--- config.mk ---
export PLATFORM = sky130hd
export DESIGN_NAME = axi4dma_ctrl_status_regs
export DESIGN_NICKNAME = d
export VERILOG_FILES = /design/src/rtl/axi4dma_ctrl_pkg.sv /design/src/rtl/axi4dma_int_channel.sv /design/src/rtl/axi4dma_ctrl_status_regs.sv
export SDC_FILE = /design/constraint.sdc
export NUM_CORES = 1
export LEC_CHECK = 0
export CORE_AREA = 5 5 81 83
export DETAILED_ROUTE_END_ITERATION = 8
export DIE_AREA = 0 0 86 88
export PLACE_DENSITY = 0.76
export SYNTH_ARGS = -nofsm -noshare
export SYNTH_HDL_FRONTEND = slang
export SYNTH_SLANG_ARGS = --single-unit
--- constraint.sdc ---
create_clock -name CLOCK -period 1.25 [get_ports CLOCK]
set_input_delay 0.375 -clock CLOCK [delete_from_list [all_inputs] [get_ports CLOCK]]
set_output_delay 0.375 -clock CLOCK [all_outputs]
set_load 0.05 [all_outputs]
--- src/rtl/axi4dma_ctrl_pkg.sv ---
// Register map, status bit layout and small helpers shared by the DMA control/status register file.
// Pure declarations; no logic or state.
package axi4dma_ctrl_pkg;

    localparam logic [10:0] ADDR_VERSION = 11'h000;
    localparam logic [10:0] ADDR_START   = 11'h004;
    localparam logic [10:0] ADDR_BUSY    = 11'h008;
    localparam logic [10:0] ADDR_PENDING = 11'h00C;
    localparam logic [10:0] ADDR_ABORT   = 11'h010;
    localparam logic [10:0] ADDR_CH_BASE = 11'h040;

    localparam int ST_DONE    = 0;
    localparam int ST_WRERR   = 1;
    localparam int ST_RDERR   = 2;
    localparam int ST_BADDESC = 3;
    localparam int ST_W       = 4;
    localparam int ST_BD_LSB  = 16;
    localparam int BD_W       = 5;

    typedef struct packed {
        logic              vld;
        logic [ST_W-1:0]   typ;
        logic [BD_W-1:0]   bd;
    } evt_t;

    function automatic logic [31:0] strb_to_mask(input logic [3:0] strb);
        return {{8{strb[3]}}, {8{strb[2]}}, {8{strb[1]}}, {8{strb[0]}}};
    endfunction

    function automatic logic [31:0] status_word(input logic [ST_W-1:0] st, input logic [BD_W-1:0] bd);
        logic [31:0] w;
        w = '0;
        w[ST_W-1:0] = st;
        w[ST_BD_LSB +: BD_W] = bd;
        return w;
    endfunction

endpackage

--- src/rtl/axi4dma_int_channel.sv ---
// One interrupt channel: sticky W1C status, first-event BD, mask and level interrupt.
// Status/mask update on the strobe edge, interrupt one cycle later; no backpressure.
module axi4dma_int_channel
    import axi4dma_ctrl_pkg::*;
(
    input  logic              core_clk,
    input  logic              arst_n,
    input  evt_t              evt,
    input  logic [ST_W-1:0]   w1c_dat,
    input  logic              mask_vld,
    input  logic [ST_W-1:0]   mask_dat,
    output logic [ST_W-1:0]   status,
    output logic [BD_W-1:0]   bd,
    output logic [ST_W-1:0]   mask,
    output logic              irq
);

    logic [ST_W-1:0] status_nxt;

    // Event bits are OR'd after the clear so a coincident event wins over W1C.
    always_comb begin
        status_nxt = (status & ~w1c_dat) | (evt.vld ? evt.typ : '0);
    end

    always_ff @(posedge core_clk or negedge arst_n) begin
        if (!arst_n) begin
            status <= '0;
            bd     <= '0;
            mask   <= '0;
            irq    <= 1'b0;
        end else begin
            status <= status_nxt;
            if (status == '0 && status_nxt != '0) begin
                bd <= evt.bd;
            end else if (status_nxt == '0) begin
                bd <= '0;
            end
            if (mask_vld) begin
                mask <= mask_dat;
            end
            irq <= |(status & mask);
        end
    end

endmodule

--- src/rtl/axi4dma_ctrl_status_regs.sv ---
// DMA control/status register file: start queuing, abort pulses, per-channel interrupts, registered reads.
// Write ack and read data one cycle after the strobe; start/abort pulses one cycle after decision; no backpressure.
module axi4dma_ctrl_status_regs
    import axi4dma_ctrl_pkg::*;
#(
    parameter int          NUM_INT_BDS = 4,
    parameter int          NUM_INT     = 1,
    parameter logic [7:0]  MAJOR_VER   = 8'd2,
    parameter logic [7:0]  MINOR_VER   = 8'd0,
    parameter logic [7:0]  SUB_VER     = 8'd0
)(
    input  logic                    CLOCK,
    input  logic                    RESETN,
    input  logic                    ctrlWrEn,
    input  logic                    ctrlRdEn,
    input  logic [10:0]             ctrlAddr,
    input  logic [31:0]             ctrlWrData,
    input  logic [3:0]              ctrlWrStrb,
    output logic                    ctrlWrAck,
    output logic [31:0]             ctrlRdData,
    output logic                    ctrlRdValid,
    input  logic [NUM_INT_BDS-1:0]  bdBusy,
    output logic [NUM_INT_BDS-1:0]  startBD,
    output logic [NUM_INT_BDS-1:0]  abortBD,
    input  logic                    evtValid,
    input  logic [1:0]              evtChan,
    input  logic [3:0]              evtType,
    input  logic [4:0]              evtBD,
    output logic [NUM_INT-1:0]      INTERRUPT
);

    logic [10:0]              word_addr;
    logic [31:0]              wr_bits;
    logic                     wr_start;
    logic                     wr_abort;
    logic                     ch_hit;
    logic [1:0]               ch_sel;
    logic                     ch_is_mask;
    logic [NUM_INT_BDS-1:0]   pending;
    logic [NUM_INT_BDS-1:0]   start_req;
    logic [NUM_INT_BDS-1:0]   abort_req;
    logic [NUM_INT_BDS-1:0]   req_any;
    logic [NUM_INT_BDS-1:0]   start_nxt;
    logic [NUM_INT_BDS-1:0]   pending_nxt;
    logic [31:0]              busy32;
    logic [31:0]              pend32;
    logic [31:0]              rd_mux;
    logic                     unused_ok;

    logic [NUM_INT-1:0][ST_W-1:0] ch_status;
    logic [NUM_INT-1:0][BD_W-1:0] ch_bd;
    logic [NUM_INT-1:0][ST_W-1:0] ch_mask;

    assign word_addr  = {ctrlAddr[10:2], 2'b00};
    assign wr_bits    = ctrlWrData & strb_to_mask(ctrlWrStrb);
    assign wr_start   = ctrlWrEn && (word_addr == ADDR_START);
    assign wr_abort   = ctrlWrEn && (word_addr == ADDR_ABORT);
    assign ch_hit     = (word_addr[10:5] == ADDR_CH_BASE[10:5]);
    assign ch_sel     = word_addr[4:3];
    assign ch_is_mask = word_addr[2];
    assign unused_ok  = ^{ctrlAddr[1:0], wr_bits};

    assign start_req  = wr_start ? wr_bits[NUM_INT_BDS-1:0] : '0;
    assign abort_req  = wr_abort ? wr_bits[NUM_INT_BDS-1:0] : '0;

    // A request (new or queued) fires once the BD is idle; abort kills both the pulse and the queue.
    assign req_any     = pending | start_req;
    assign start_nxt   = req_any & ~bdBusy & ~abort_req;
    assign pending_nxt = req_any &  bdBusy & ~abort_req;

    always_ff @(posedge CLOCK or negedge RESETN) begin
        if (!RESETN) begin
            pending     <= '0;
            startBD     <= '0;
            abortBD     <= '0;
            ctrlWrAck   <= 1'b0;
            ctrlRdValid <= 1'b0;
            ctrlRdData  <= '0;
        end else begin
            pending     <= pending_nxt;
            startBD     <= start_nxt;
            abortBD     <= abort_req;
            ctrlWrAck   <= ctrlWrEn;
            ctrlRdValid <= ctrlRdEn;
            if (ctrlRdEn) begin
                ctrlRdData <= rd_mux;
            end
        end
    end

    for (genvar g = 0; g < NUM_INT; g++) begin : g_ch
        evt_t            ch_evt;
        logic [ST_W-1:0] ch_w1c;
        logic            ch_mask_vld;

        assign ch_evt.vld  = evtValid && (evtChan == 2'(g));
        assign ch_evt.typ  = evtType;
        assign ch_evt.bd   = evtBD;
        assign ch_w1c      = (ctrlWrEn && ch_hit && ch_sel == 2'(g) && !ch_is_mask) ? wr_bits[ST_W-1:0] : '0;
        assign ch_mask_vld = ctrlWrEn && ch_hit && ch_sel == 2'(g) && ch_is_mask && ctrlWrStrb[0];

        axi4dma_int_channel u_ch (
            .core_clk (CLOCK),
            .arst_n   (RESETN),
            .evt      (ch_evt),
            .w1c_dat  (ch_w1c),
            .mask_vld (ch_mask_vld),
            .mask_dat (ctrlWrData[ST_W-1:0]),
            .status   (ch_status[g]),
            .bd       (ch_bd[g]),
            .mask     (ch_mask[g]),
            .irq      (INTERRUPT[g])
        );
    end

    always_comb begin
        busy32 = '0;
        pend32 = '0;
        busy32[NUM_INT_BDS-1:0] = bdBusy;
        pend32[NUM_INT_BDS-1:0] = pending;
    end

    // Read mux sees pre-write state, so a same-cycle read returns the old value.
    always_comb begin
        rd_mux = '0;
        case (word_addr)
            ADDR_VERSION: rd_mux = {8'h00, MAJOR_VER, MINOR_VER, SUB_VER};
            ADDR_BUSY:    rd_mux = busy32;
            ADDR_PENDING: rd_mux = pend32;
            default: begin
                if (ch_hit) begin
                    for (int i = 0; i < NUM_INT; i++) begin
                        if (ch_sel == 2'(i)) begin
                            rd_mux = ch_is_mask ? {28'h0, ch_mask[i]} : status_word(ch_status[i], ch_bd[i]);
                        end
                    end
                end
            end
        endcase
    end

endmodule
==> results.txt, run 1 <==
----------------------------------------------------
[Die]
  Area of the placeable core ... 5780 um^2
  Initial Util ... 0.336
  Total die area ... 7570 um^2
  Boundary pin count ... 110
  Die extent in x ... 86 um
  Number of cell rows ... 28
  Die outline height ... 88 um

[Flow run]
  Number of maximum-capacitance constraint violations ... 0

[Clock network]
  Total clock buffers created by CTS ... 5
  H-Tree Level Count ... 2
  Clock latency on the worst-skew pair ... 0.29 ns
  Total number of clock tree sinks ... 37
  Clk root buf ... sky130_fd_sc_hd__clkbuf_8
  Max Buffers Root-to-Sink ... 2
  Clock tree from TritonCTS ... yes
  Clock slew at the register clock pins of the worst setup and hold paths ... 0.08 ns

[Critical path]
  Worst path top cell family by delay ... simple AND/OR/NAND/NOR gates
  Crit path top cell by count ... sky130_fd_sc_hd__or4_4
  Startpoint type of the worst setup path ... primary input
  Worst flop-to-flop path startpoint ... g_ch[0].u_ch.status[0]
  Cell Chain, Critical Path ... buf_6 > or4_4 > or4_4 > o211ai_1 > and2_1
  Maximum fanout count along the critical path ... 4
  Buffering stage count on the worst path with inverters included ... 1
  Stage delay of the slowest cell on the critical path ... 0.53 ns
  Reg2Reg Capture Point ... g_ch[0].u_ch.bd[4]
  Register-to-register setup slack ... -0.03 ns
  Data arrival, critical path ... 1.79 ns
  Data required time of the worst path ... 1.48 ns
  Critical Path Source ... ctrlAddr[9]
  Number of cells on the worst reg-to-reg path ... 4
  Cell with the largest stage delay on the worst path ... sky130_fd_sc_hd__or4_4
  Crit path capture type ... register
  Kind of critical path ... in2reg

[Layout]
  Fraction of layout cells with a size suffix above 1 ... 0.362
  Final Net Count ... 345
  Footprint of the multi-input gates ... 1060 um^2
  Area added between synthesis and finish ... 67.4%
  Diodes inserted ... 0
  Filler instances ... 491
  Sequential Area ... 926 um^2
  Fraction of the core area covered by cells at the end of the flow ... 0.562

[STA]
  Clock skew after layout ... 0.00831 ns
  Final setup slack of the worst path ... -0.317 ns
  Max-slew violation total from the final report ... 0
  Shortest period the worst path allows ... 1.57 ns
  Setup repair after global routing missed its margin ... true
  Number of hold violations in the final report ... 0
  Fin crit share ... 1.25
  # setup viols final ... 28
  Top achievable clock speed ... 638 MHz

[Yosys]
  Portion of synthesized cell area occupied by the leading cell type ... 0.477
  Cells after Synth ... 183
  Count of flip-flops with a built-in enable after synthesis ... 0
  Predominant post-synthesis flop cell ... sky130_fd_sc_hd__dfrtp_1
  Mapped cell area ... 1940 um^2
  Cell type with the highest aggregate area in the netlist ... sky130_fd_sc_hd__dfrtp_1
  Library cell with the highest instance count after synthesis ... sky130_fd_sc_hd__dfrtp_1
  Top cells by area, synth ... sky130_fd_sc_hd__dfrtp_1, sky130_fd_sc_hd__buf_4, sky130_fd_sc_hd__mux2i_1
  Average cell area after synthesis ... 10.6 um^2
  Number of register bits inferred by synthesis ... 37
  Ranking of synthesized cells by instance count ... sky130_fd_sc_hd__dfrtp_1, sky130_fd_sc_hd__buf_4, sky130_fd_sc_hd__and2_1, sky130_fd_sc_hd__mux2i_1, sky130_fd_sc_hd__nand2_1
  Sequential-to-total area share from yosys stat ... 0.477
  Synth Warn # ... 0
  Number of different library cells in the post-synthesis netlist ... 30
  Post-synth ARST share ... 1.00

[Power and ir drop]
  Clock group share of total power ... 0.293
  Part of the total power dissipated in sequential elements ... 0.476
  Maximum VDD drop ... 413 uV
  Combinational cell fraction of total power ... 0.232
  Ratio of total power to cell area ... 869 nW/um^2
  Pwr Total ... 2.82 mW
  Internal ... 1.94 mW
  Static leakage power ... 1.46 nW
  Net Switching ... 0.882 mW
  Sw Share ... 0.312

[Global route]
  Antenna violations before repair ... 0
  Total overflow reported by the global router ... 0
  GRT Overall Usage ... 0.144
  Number of global-route vias before repair ... 1770
  Largest net degree at the start of global routing ... 38
  Wire length of the first global-routing pass ... 8440 um

[Min path]
  Hold Crit Endpoint ... ctrlWrAck
  Hold Path Class ... in2reg
  Number of cells on the worst hold path ... 1
  Min-delay src ... ctrlWrEn

[Detailed routing]
  Number of DRC markers after the initial detailed-route iteration ... 48
  Wirelength, routed ... 5350 um
  Routed vias ... 1698
  Routed wire length per instance ... 15.1 um
  Number of design rule violations left after detail routing ... 0
  Router iterations before antenna repair ... 4
  Post-DRT Antenna Nets ... 0
  Avg Vias per Cell ... 4.80

[Placed design]
  Final RePlAce weighted congestion ... 0.814
  Port Buffer Count ... 53
  Setup slack after placement ... -1.07 ns
  Placed wire-length estimate after detailed placement ... 4030 um

[Outcome]
  Violations in the final reports ... negative setup slack
  Result of the run ... finished, violations left

----------------------------------------------------
[registers in the layout, summed over array words and instances, names as in the netlist]
register and cells:
g_ch.u_ch.bd 5, pending 4, startBD 4, ctrlRdValid 1, g_ch.u_ch.mask 4, g_ch.u_ch.irq 1, ctrlRdData 9, abortBD 4
ctrlWrAck 1, g_ch.u_ch.status 4
[cells by family (layout without fill, tap and decap cells)]
logic type | count (synthesis) | in the layout | share of synthesized area
multiplexers | 13 | 13 | 0.0671
buffers and inverters | 33 | 107 | 0.109
flip-flops | 37 | 37 | 0.477
other | 1 | 23 | 0.00193
AO/OA/AOI/OAI | 38 | 38 | 0.137
AND/OR/NAND/NOR | 61 | 61 | 0.208
[per-layer routing]
layer / track usage / wire (um) / vias up
li1: - / - / 810
met1: 0.165 / 2000 / 805
met2: 0.256 / 2870 / 68
met3: 0.0292 / 309 / 15
met4: 0.0719 / 167 / 0
met5: 0 / 0 / -
[per-stage QoR]
step | area, um^2 | hold WS, ns | setup TNS (ns) | std cells
after global placement | 2950 | 0.473 | -26.40 | 336
after global routing | 3250 | 0.449 | -6.38 | 354
after detailed placement | 2950 | 0.480 | -28.28 | 336
after floorplan | 2090 | 0.0794 | -7.61 | 205
final | 3250 | 0.450 | -4.86 | 354
after CTS | 3120 | 0.446 | -4.60 | 348
[worst reg2reg max path, stage by stage, from the launching register on]
cell and delay [ns]:
sky130_fd_sc_hd__dfrtp_1 0.43, sky130_fd_sc_hd__nor4_4 0.25, sky130_fd_sc_hd__buf_4 0.19, sky130_fd_sc_hd__mux2i_1 0.22, sky130_fd_sc_hd__a21oi_1 0.07
[power by group through the flow]
stage	clock [mW]	combinational (mW)	sequential, mW
after floorplan	0	0.367	1.37
final	0.826	0.655	1.34
after global routing	0.908	0.705	1.36
after global placement	0	0.600	1.36
after detailed placement	0	0.614	1.37
after CTS	0.838	0.628	1.34
[timing repair]
| action | 4_1_cts | 5_1_grt |
|---|---|---|
| buffers inserted | 4 | 6 |
| setup endpoints to repair | 41 | 43 |
| pin swaps | 16 | 20 |
| resized for setup | 45 | 23 |
| hold buffers | 0 | 0 |
[final cells by class]
class	instances	area share
Timing Repair Buffer	93	0.325
Multi-Input combinational cell	135	0.328
Sequential cell	37	0.285
Tap cell	75	0.0289
Inverter	6	0.00693
Clock inverter	3	0.00539
Clock buffer	5	0.0212
[worst max-delay path by stage]
stage                 endpoint  cells past startpoint  slack (ns)
finish              pending[0]                      5       -0.32
global route        pending[3]                      5       -0.37
CTS                 pending[0]                      5       -0.32
detailed placement  pending[0]                      5       -1.07
global placement    pending[0]                      5       -1.01
floorplan           pending[0]                      5       -0.64
[cells in the final DEF (no fill, tap or decap), types with 3 or more instances in the layout]
| master | count |
|---|---|
| sky130_fd_sc_hd__a22o_1 | 4 |
| sky130_fd_sc_hd__nand2_2 | 3 |
| sky130_fd_sc_hd__o22a_1 | 4 |
| sky130_fd_sc_hd__nand2b_1 | 7 |
| sky130_fd_sc_hd__nand2_1 | 6 |
| sky130_fd_sc_hd__buf_4 | 33 |
| sky130_fd_sc_hd__o21ai_0 | 5 |
| sky130_fd_sc_hd__and2_1 | 12 |
| sky130_fd_sc_hd__clkbuf_8 | 5 |
| sky130_fd_sc_hd__o31ai_1 | 3 |
| sky130_fd_sc_hd__nor4_4 | 4 |
| sky130_fd_sc_hd__a21oi_1 | 3 |
| sky130_fd_sc_hd__inv_1 | 6 |
| sky130_fd_sc_hd__buf_12 | 21 |
| sky130_fd_sc_hd__and2b_1 | 4 |
| sky130_fd_sc_hd__mux2i_1 | 13 |
| sky130_fd_sc_hd__dfrtp_1 | 37 |
| sky130_fd_sc_hd__nand4_1 | 5 |
| sky130_fd_sc_hd__conb_1 | 23 |
| sky130_fd_sc_hd__nand4bb_4 | 3 |
| sky130_fd_sc_hd__o211ai_1 | 4 |
| sky130_fd_sc_hd__buf_6 | 10 |
| sky130_fd_sc_hd__clkdlybuf4s50_1 | 18 |
| sky130_fd_sc_hd__dlygate4sd2_1 | 5 |
| sky130_fd_sc_hd__and4_1 | 4 |
Power figures use the tool's default switching activity.
==> run 2, diff against run 1 <==
- ABC_AREA: default -> 1
- CORE_AREA: 5 5 81 83 -> 5 5 82 84
- DIE_AREA: 0 0 86 88 -> 0 0 87 89
- PLACE_DENSITY: 0.76 -> 0.74
==> results.txt, run 2 <==
----------------------------------------------------
[Outcome]
  Result of the run ... finished, violations left
  Violations in the final reports ... negative setup slack

[Global route]
  GRT Overall Usage ... 0.134
  Met1 track demand over resource in global routing ... 0.152
  Number of global-route vias before repair ... 1724
  Most used routing layer ... met2
  Global-route track usage on met2 ... 0.241
  Antenna violations before repair ... 0
  Met3 demand-to-capacity share in global routing ... 0.0276
  Total overflow reported by the global router ... 0
  Wire length of the first global-routing pass ... 8050 um
  Largest net degree at the start of global routing ... 38

[Die]
  Boundary pin count ... 110
  Area of the placeable core ... 5850 um^2
  Die extent in x ... 87 um
  Total die area ... 7740 um^2
  Die outline height ... 89 um
  Number of cell rows ... 28
  Initial Util ... 0.328

[Yosys]
  Multiplexer area fraction after synthesis ... 0
  Post-synth ARST share ... 1.00
  Cell type with the highest aggregate area in the netlist ... sky130_fd_sc_hd__dfrtp_1
  Top cells by area, synth ... sky130_fd_sc_hd__dfrtp_1, sky130_fd_sc_hd__nand2_1, sky130_fd_sc_hd__buf_4
  Number of different library cells in the post-synthesis netlist ... 29
  Portion of synthesized cell area occupied by the leading cell type ... 0.482
  Library cell with the highest instance count after synthesis ... sky130_fd_sc_hd__nand2_1
  Count of flip-flops with a built-in enable after synthesis ... 0
  Average cell area after synthesis ... 8.47 um^2
  Post-synthesis simple-gate area fraction ... 0.306
  Main combinational cell family by area after synthesis ... simple AND/OR/NAND/NOR gates
  Synth Warn # ... 0
  Predominant post-synthesis flop cell ... sky130_fd_sc_hd__dfrtp_1
  Sequential-to-total area share from yosys stat ... 0.482
  Mapped cell area ... 1920 um^2
  Share of the synthesized netlist area taken by xor and xnor gates ... 0
  Number of register bits inferred by synthesis ... 37
  Compound-cell area share of the yosys netlist ... 0.0671
  Ranking of synthesized cells by instance count ... sky130_fd_sc_hd__nand2_1, sky130_fd_sc_hd__dfrtp_1, sky130_fd_sc_hd__buf_4
  Adder-Cell Fraction of Synth Area ... 0
  Cells after Synth ... 227

[Detailed routing]
  Avg Vias per Cell ... 4.46
  Number of design rule violations left after detail routing ... 0
  Wirelength, routed ... 5190 um
  Post-DRT Antenna Nets ... 0
  Routed vias ... 1778
  Routed wire length per instance ... 13.0 um
  Router iterations before antenna repair ... 6
  Number of DRC markers after the initial detailed-route iteration ... 85

[STA]
  # setup viols final ... 19
  Fin crit share ... 1.08
  Top achievable clock speed ... 742 MHz
  TNS Setup ... -1.09 ns
  Shortest period the worst path allows ... 1.35 ns
  Max-slew violation total from the final report ... 0
  Clock skew after layout ... 0.00332 ns
  Final setup slack of the worst path ... -0.0971 ns
  Setup repair after global routing missed its margin ... true
  Number of hold violations in the final report ... 0

[Power and ir drop]
  Part of the total power dissipated in sequential elements ... 0.459
  Sw Share ... 0.305
  Net Switching ... 0.907 mW
  Clock group share of total power ... 0.308
  Combinational cell fraction of total power ... 0.234
  Static leakage power ... 1.57 nW
  Maximum VDD drop ... 467 uV
  Ratio of total power to cell area ... 921 nW/um^2
  Internal ... 2.07 mW

[Clock network]
  Clock latency on the worst-skew pair ... 0.29 ns
  Clk root buf ... sky130_fd_sc_hd__clkbuf_8
  Clock slew at the register clock pins of the worst setup and hold paths ... 0.07 ns
  Total clock buffers created by CTS ... 5
  Clock tree from TritonCTS ... yes
  Total number of clock tree sinks ... 37
  H-Tree Level Count ... 2
  Max Buffers Root-to-Sink ... 2

[Layout]
  Most common library cell in the layout ignoring fill and taps ... sky130_fd_sc_hd__nand2_1
  Flip-flop count of the largest register after layout ... 9
  Area added between synthesis and finish ... 68.0%
  Filler instances ... 491
  Most used cells in the layout excluding fill and tap cells ... sky130_fd_sc_hd__nand2_1, sky130_fd_sc_hd__dfrtp_1, sky130_fd_sc_hd__buf_4
  Registers with the most flip-flops ... ctrlRdData: 9 flops, g_ch.u_ch.bd: 5 flops
  Final Net Count ... 390
  Final Instance Count excl. Fillers ... 399
  Fraction of layout cells with a size suffix above 1 ... 0.417
  Register containing the most flip-flops in the final layout ... ctrlRdData
  Diodes inserted ... 0

[Critical path]
  Data arrival, critical path ... 1.54 ns
  Startpoint type of the worst setup path ... primary input
  Data required time of the worst path ... 1.44 ns
  Kind of critical path ... in2reg
  Maximum fanout count along the critical path ... 8
  Crit path capture type ... register

[Min path]
  Hold Path Class ... in2reg

[Placed design]
  Placed wire-length estimate after detailed placement ... 3910 um
  Final RePlAce weighted congestion ... 0.847
  Port Buffer Count ... 53
  Cell Count Post-Placement ... 376
  Setup slack after placement ... -0.741 ns

[Flow run]
  Number of maximum-capacitance constraint violations ... 0

----------------------------------------------------
## run 2: changes by cell type after synthesis, moves of 7 or more
| cell | delta |
|---|---|
| sky130_fd_sc_hd__and2_1 | -13 |
| sky130_fd_sc_hd__inv_1 | +13 |
| sky130_fd_sc_hd__mux2i_1 | -13 |
| sky130_fd_sc_hd__nand2_1 | +43 |
| sky130_fd_sc_hd__nand2b_1 | -7 |
| sky130_fd_sc_hd__nand3_1 | +18 |
| sky130_fd_sc_hd__nor2_1 | +21 |
| sky130_fd_sc_hd__nor2_2 | +8 |
## run 2: area by class of cell
class,count,area [um^2],area share
clock buffer,7,96.3,0.0298
clock inverter,1,5.00,0.00155
inverter,22,90.1,0.0279
multi-input combinational,166,1020,0.315
sequential,37,926,0.287
tap,75,93.8,0.0291
timing repair buffer,91,1000,0.310
## run 2: routing by layer
layer  vias up  part of all wire
met2        71              0.53
met1       834              0.38
li1        867                 -
met4         0             0.014
met5         -                 0
met3         6             0.075
## run 2: timing repair
item | CTS | global route
gates cloned | 1 | 0
pin swaps | 22 | 21
resized for setup | 72 | 28
hold buffers | 0 | 0
endpoints found under the setup margin | 41 | 34
buffers inserted | 10 | 5
## run 2: logic make-up (layout without fill, tap and decap cells)
kind of cell,after synthesis,count (layout)
flip-flops,37,37
AND/OR/NAND/NOR,120,121
AO/OA/AOI/OAI,22,22
other,1,23
buffers and inverters,47,121
## run 2: power groups by stage
| stage | Clock, mW | Sequential [mW] | Combinational (mW) |
|---|---|---|---|
| 2_1_floorplan | 0 | 1.41 | 0.353 |
| 5_1_grt | 0.976 | 1.37 | 0.745 |
| 6_report | 0.915 | 1.36 | 0.695 |
| 4_1_cts | 0.938 | 1.36 | 0.677 |
| 3_5_place_dp | 0 | 1.38 | 0.640 |
| 3_3_place_gp | 0 | 1.38 | 0.628 |
## run 2: path summary, 6_finish.rpt
| kind | startpoint | depth (start not counted) | slack (ns) | endpoint |
|---|---|---|---|---|
| worst max register to register | g_ch[0].u_ch.status[1] | 4 | 0.02 | g_ch[0].u_ch.bd[0] |
| max in group asynchronous | RESETN | 2 | 0.60 | g_ch[0].u_ch.bd[1] |
| worst min-delay path | ctrlWrEn | 1 | 0.34 | ctrlWrAck |
| worst max-delay path | ctrlAddr[7] | 10 | -0.1 | g_ch[0].u_ch.mask[3] |
| worst min register to register | g_ch[0].u_ch.bd[4] | 2 | 0.52 | ctrlRdData[20] |
| min in group asynchronous | RESETN | 2 | 0.46 | abortBD[3] |
## run 2: per-stage QoR
stage               total power [mW]  cell area [um^2]  utilization  hold slack [ns]
detailed placement              2.02              2860        0.488            0.493
floorplan                       1.76              2030            -           0.0794
finish                          2.97              3230        0.552            0.343
global route                    3.09              3230        0.552            0.337
CTS                             2.98              3110        0.532            0.332
global placement                2.00              2860        0.488            0.488
## run 2: worst max-delay path, cell delays in order
cell and delay [ns]:
sky130_fd_sc_hd__buf_6 0.10, sky130_fd_sc_hd__nor2_4 0.11, sky130_fd_sc_hd__nand2_4 0.08, sky130_fd_sc_hd__nor2_4 0.20
sky130_fd_sc_hd__buf_4 0.16, sky130_fd_sc_hd__nand3_4 0.10, sky130_fd_sc_hd__inv_4 0.08, sky130_fd_sc_hd__nand4_4 0.14
sky130_fd_sc_hd__o21ai_2 0.15, sky130_fd_sc_hd__inv_1 0.05
==> run 3, diff against run 2 <==
- CELL_PAD_IN_SITES_DETAIL_PLACEMENT: default -> 1
- CELL_PAD_IN_SITES_GLOBAL_PLACEMENT: default -> 1
- CORE_AREA: 5 5 82 84 -> 5 5 96 98
- DIE_AREA: 0 0 87 89 -> 0 0 101 103
- PLACE_DENSITY: 0.74 -> default
- PLACE_DENSITY_LB_ADDON: default -> 0.1
==> results.txt, run 3 (synthesized netlist as in run 2, its figures left out) <==
----------------------------------------------------
[Outcome]
  Result of the run ... finished, violations left
  Violations in the final reports ... negative setup slack

[Global route]
  Largest net degree at the start of global routing ... 28
  Total overflow reported by the global router ... 0
  GRT Overall Usage ... 0.116
  Antenna violations before repair ... 0
  Number of global-route vias before repair ... 1896
  Wire length of the first global-routing pass ... 9340 um

[STA]
  TNS Setup ... -1.05 ns
  Shortest period the worst path allows ... 1.35 ns
  # setup viols final ... 17
  Worst hold slack ... 0.394 ns
  Top achievable clock speed ... 742 MHz
  Setup repair after global routing missed its margin ... true
  Fin crit share ... 1.08
  Number of hold violations in the final report ... 0
  Clock skew after layout ... 0.00380 ns
  Max-slew violation total from the final report ... 0
  Final setup slack of the worst path ... -0.0983 ns

[Detailed routing]
  Met2 Wirelength ... 2970 um
  Wirelength, routed ... 5860 um
  Post-DRT Antenna Nets ... 0
  Number of design rule violations left after detail routing ... 0
  Routed wire length per instance ... 13.5 um
  Routed length on met3 ... 254 um
  Avg Vias per Cell ... 4.00
  Routed metal-1 wirelength ... 2550 um
  Uppermost layer routed ... met4
  Routed vias ... 1740
  Router iterations before antenna repair ... 4
  Number of DRC markers after the initial detailed-route iteration ... 32

[Layout]
  Filler instances ... 974
  Footprint of the multi-input gates ... 1020 um^2
  Sequential Area ... 926 um^2
  Fraction of layout cells with a size suffix above 1 ... 0.434
  Final Cell Area ... 3310 um^2
  Final Net Count ... 393
  Most common library cell in the layout ignoring fill and taps ... sky130_fd_sc_hd__nand2_1
  Area added between synthesis and finish ... 72.4%
  Flip-flop count of the largest register after layout ... 9
  Diodes inserted ... 0
  Registers with the most flip-flops ... ctrlRdData: 9 flops, g_ch.u_ch.bd: 5 flops
  Fraction of the core area covered by cells at the end of the flow ... 0.395
  Most used cells in the layout excluding fill and tap cells ... sky130_fd_sc_hd__nand2_1, sky130_fd_sc_hd__buf_4, sky130_fd_sc_hd__dfrtp_1
  Register containing the most flip-flops in the final layout ... ctrlRdData

[Clock network]
  Clock latency on the worst-skew pair ... 0.29 ns
  Total number of clock tree sinks ... 37
  Clk root buf ... sky130_fd_sc_hd__clkbuf_8
  Clock slew at the register clock pins of the worst setup and hold paths ... 0.08 ns
  H-Tree Level Count ... 2
  Max Buffers Root-to-Sink ... 2
  Clock tree from TritonCTS ... yes
  Total clock buffers created by CTS ... 5

[Min path]
  Hold Path Class ... in2reg

[Die]
  Die extent in x ... 101 um
  Total die area ... 10400 um^2
  Area of the placeable core ... 8380 um^2
  Initial Util ... 0.229
  Boundary pin count ... 110
  Number of cell rows ... 34
  Die outline height ... 103 um

[Placed design]
  Placed wire-length estimate after detailed placement ... 4500 um
  Final RePlAce weighted congestion ... 0.738
  Placement-stage cell area ... 2920 um^2
  Port Buffer Count ... 53

[Critical path]
  Kind of critical path ... in2reg
  Data arrival, critical path ... 1.53 ns
  Register-to-register setup slack ... 0.02 ns
  Startpoint type of the worst setup path ... primary input
  Maximum fanout count along the critical path ... 4
  Data required time of the worst path ... 1.43 ns
  Crit path capture type ... register

[Power and ir drop]
  Static leakage power ... 1.58 nW
  Maximum VDD drop ... 382 uV
  Ratio of total power to cell area ... 958 nW/um^2

[Flow run]
  Number of maximum-capacitance constraint violations ... 0

----------------------------------------------------
run 3: cell count changes in the layout (fill, tap and decap cells not counted), moves of 2 or more:
| cell | before | now |
|---|---|---|
| sky130_fd_sc_hd__inv_2 | 4 | 7 |
| sky130_fd_sc_hd__buf_2 | 4 | 6 |
| sky130_fd_sc_hd__inv_1 | 16 | 14 |
| sky130_fd_sc_hd__nand2_1 | 42 | 40 |
| sky130_fd_sc_hd__nand2_2 | 13 | 15 |
| sky130_fd_sc_hd__nand3_1 | 7 | 9 |
| sky130_fd_sc_hd__nand3_2 | 12 | 10 |
run 3: cell type report:
cell class | instances | share of cell area
Timing Repair Buffer | 94 | 0.310
Tap cell | 108 | 0.0408
Inverter | 22 | 0.0264
Clock inverter | 2 | 0.0113
Multi-Input combinational cell | 166 | 0.307
Sequential cell | 37 | 0.279
Clock buffer | 6 | 0.0249
run 3: path summary, 6_finish.rpt:
check	from	end	depth (start not counted)
max	ctrlAddr[7]	pending[2]	9
min	ctrlWrEn	ctrlWrAck	2
max reg2reg	g_ch[0].u_ch.status[1]	g_ch[0].u_ch.bd[0]	4
min reg2reg	g_ch[0].u_ch.bd[1]	g_ch[0].u_ch.bd[1]	2
max in group asynchronous	RESETN	g_ch[0].u_ch.status[2]	3
min in group asynchronous	RESETN	startBD[2]	2
run 3: critical path, cell delays in order:
cell and delay, ns:
sky130_fd_sc_hd__buf_6 0.10, sky130_fd_sc_hd__nor2_4 0.11, sky130_fd_sc_hd__nand2_4 0.07, sky130_fd_sc_hd__nor2_4 0.13, sky130_fd_sc_hd__inv_2 0.08, sky130_fd_sc_hd__nor3_4 0.25, sky130_fd_sc_hd__nand4_4 0.19, sky130_fd_sc_hd__nor2_2 0.17
sky130_fd_sc_hd__nor2_1 0.06
run 3: layer usage:
metal	vias up	global-route usage
met5	-	0
met4	0	0.0368
met3	5	0.0210
met2	42	0.194
met1	820	0.151
li1	873	-
run 3: report_power, final:
part	total [mW]	switching, mW	internal, mW
logic	0.714	0.430	0.284
registers	1.36	0.0742	1.29
clock network	1.10	0.447	0.649
run 3: stage by stage:
step	power [mW]	setup slack, ns	std cells
3_3_place_gp	2.03	-0.753	413
6_report	3.17	-0.0983	435
5_1_grt	3.35	-0.172	435
2_1_floorplan	1.76	-0.108	249
4_1_cts	3.20	-0.0833	431
3_5_place_dp	2.04	-0.784	413
run 3: timing repair:
item                                   CTS  global route
cloned                                   1             0
hold buffers                             1             0
endpoints found under the hold margin   10             0
pin swaps                               21            14
setup endpoints to repair               41            35
setup buffers                            9             4
gates resized for setup                 85            18
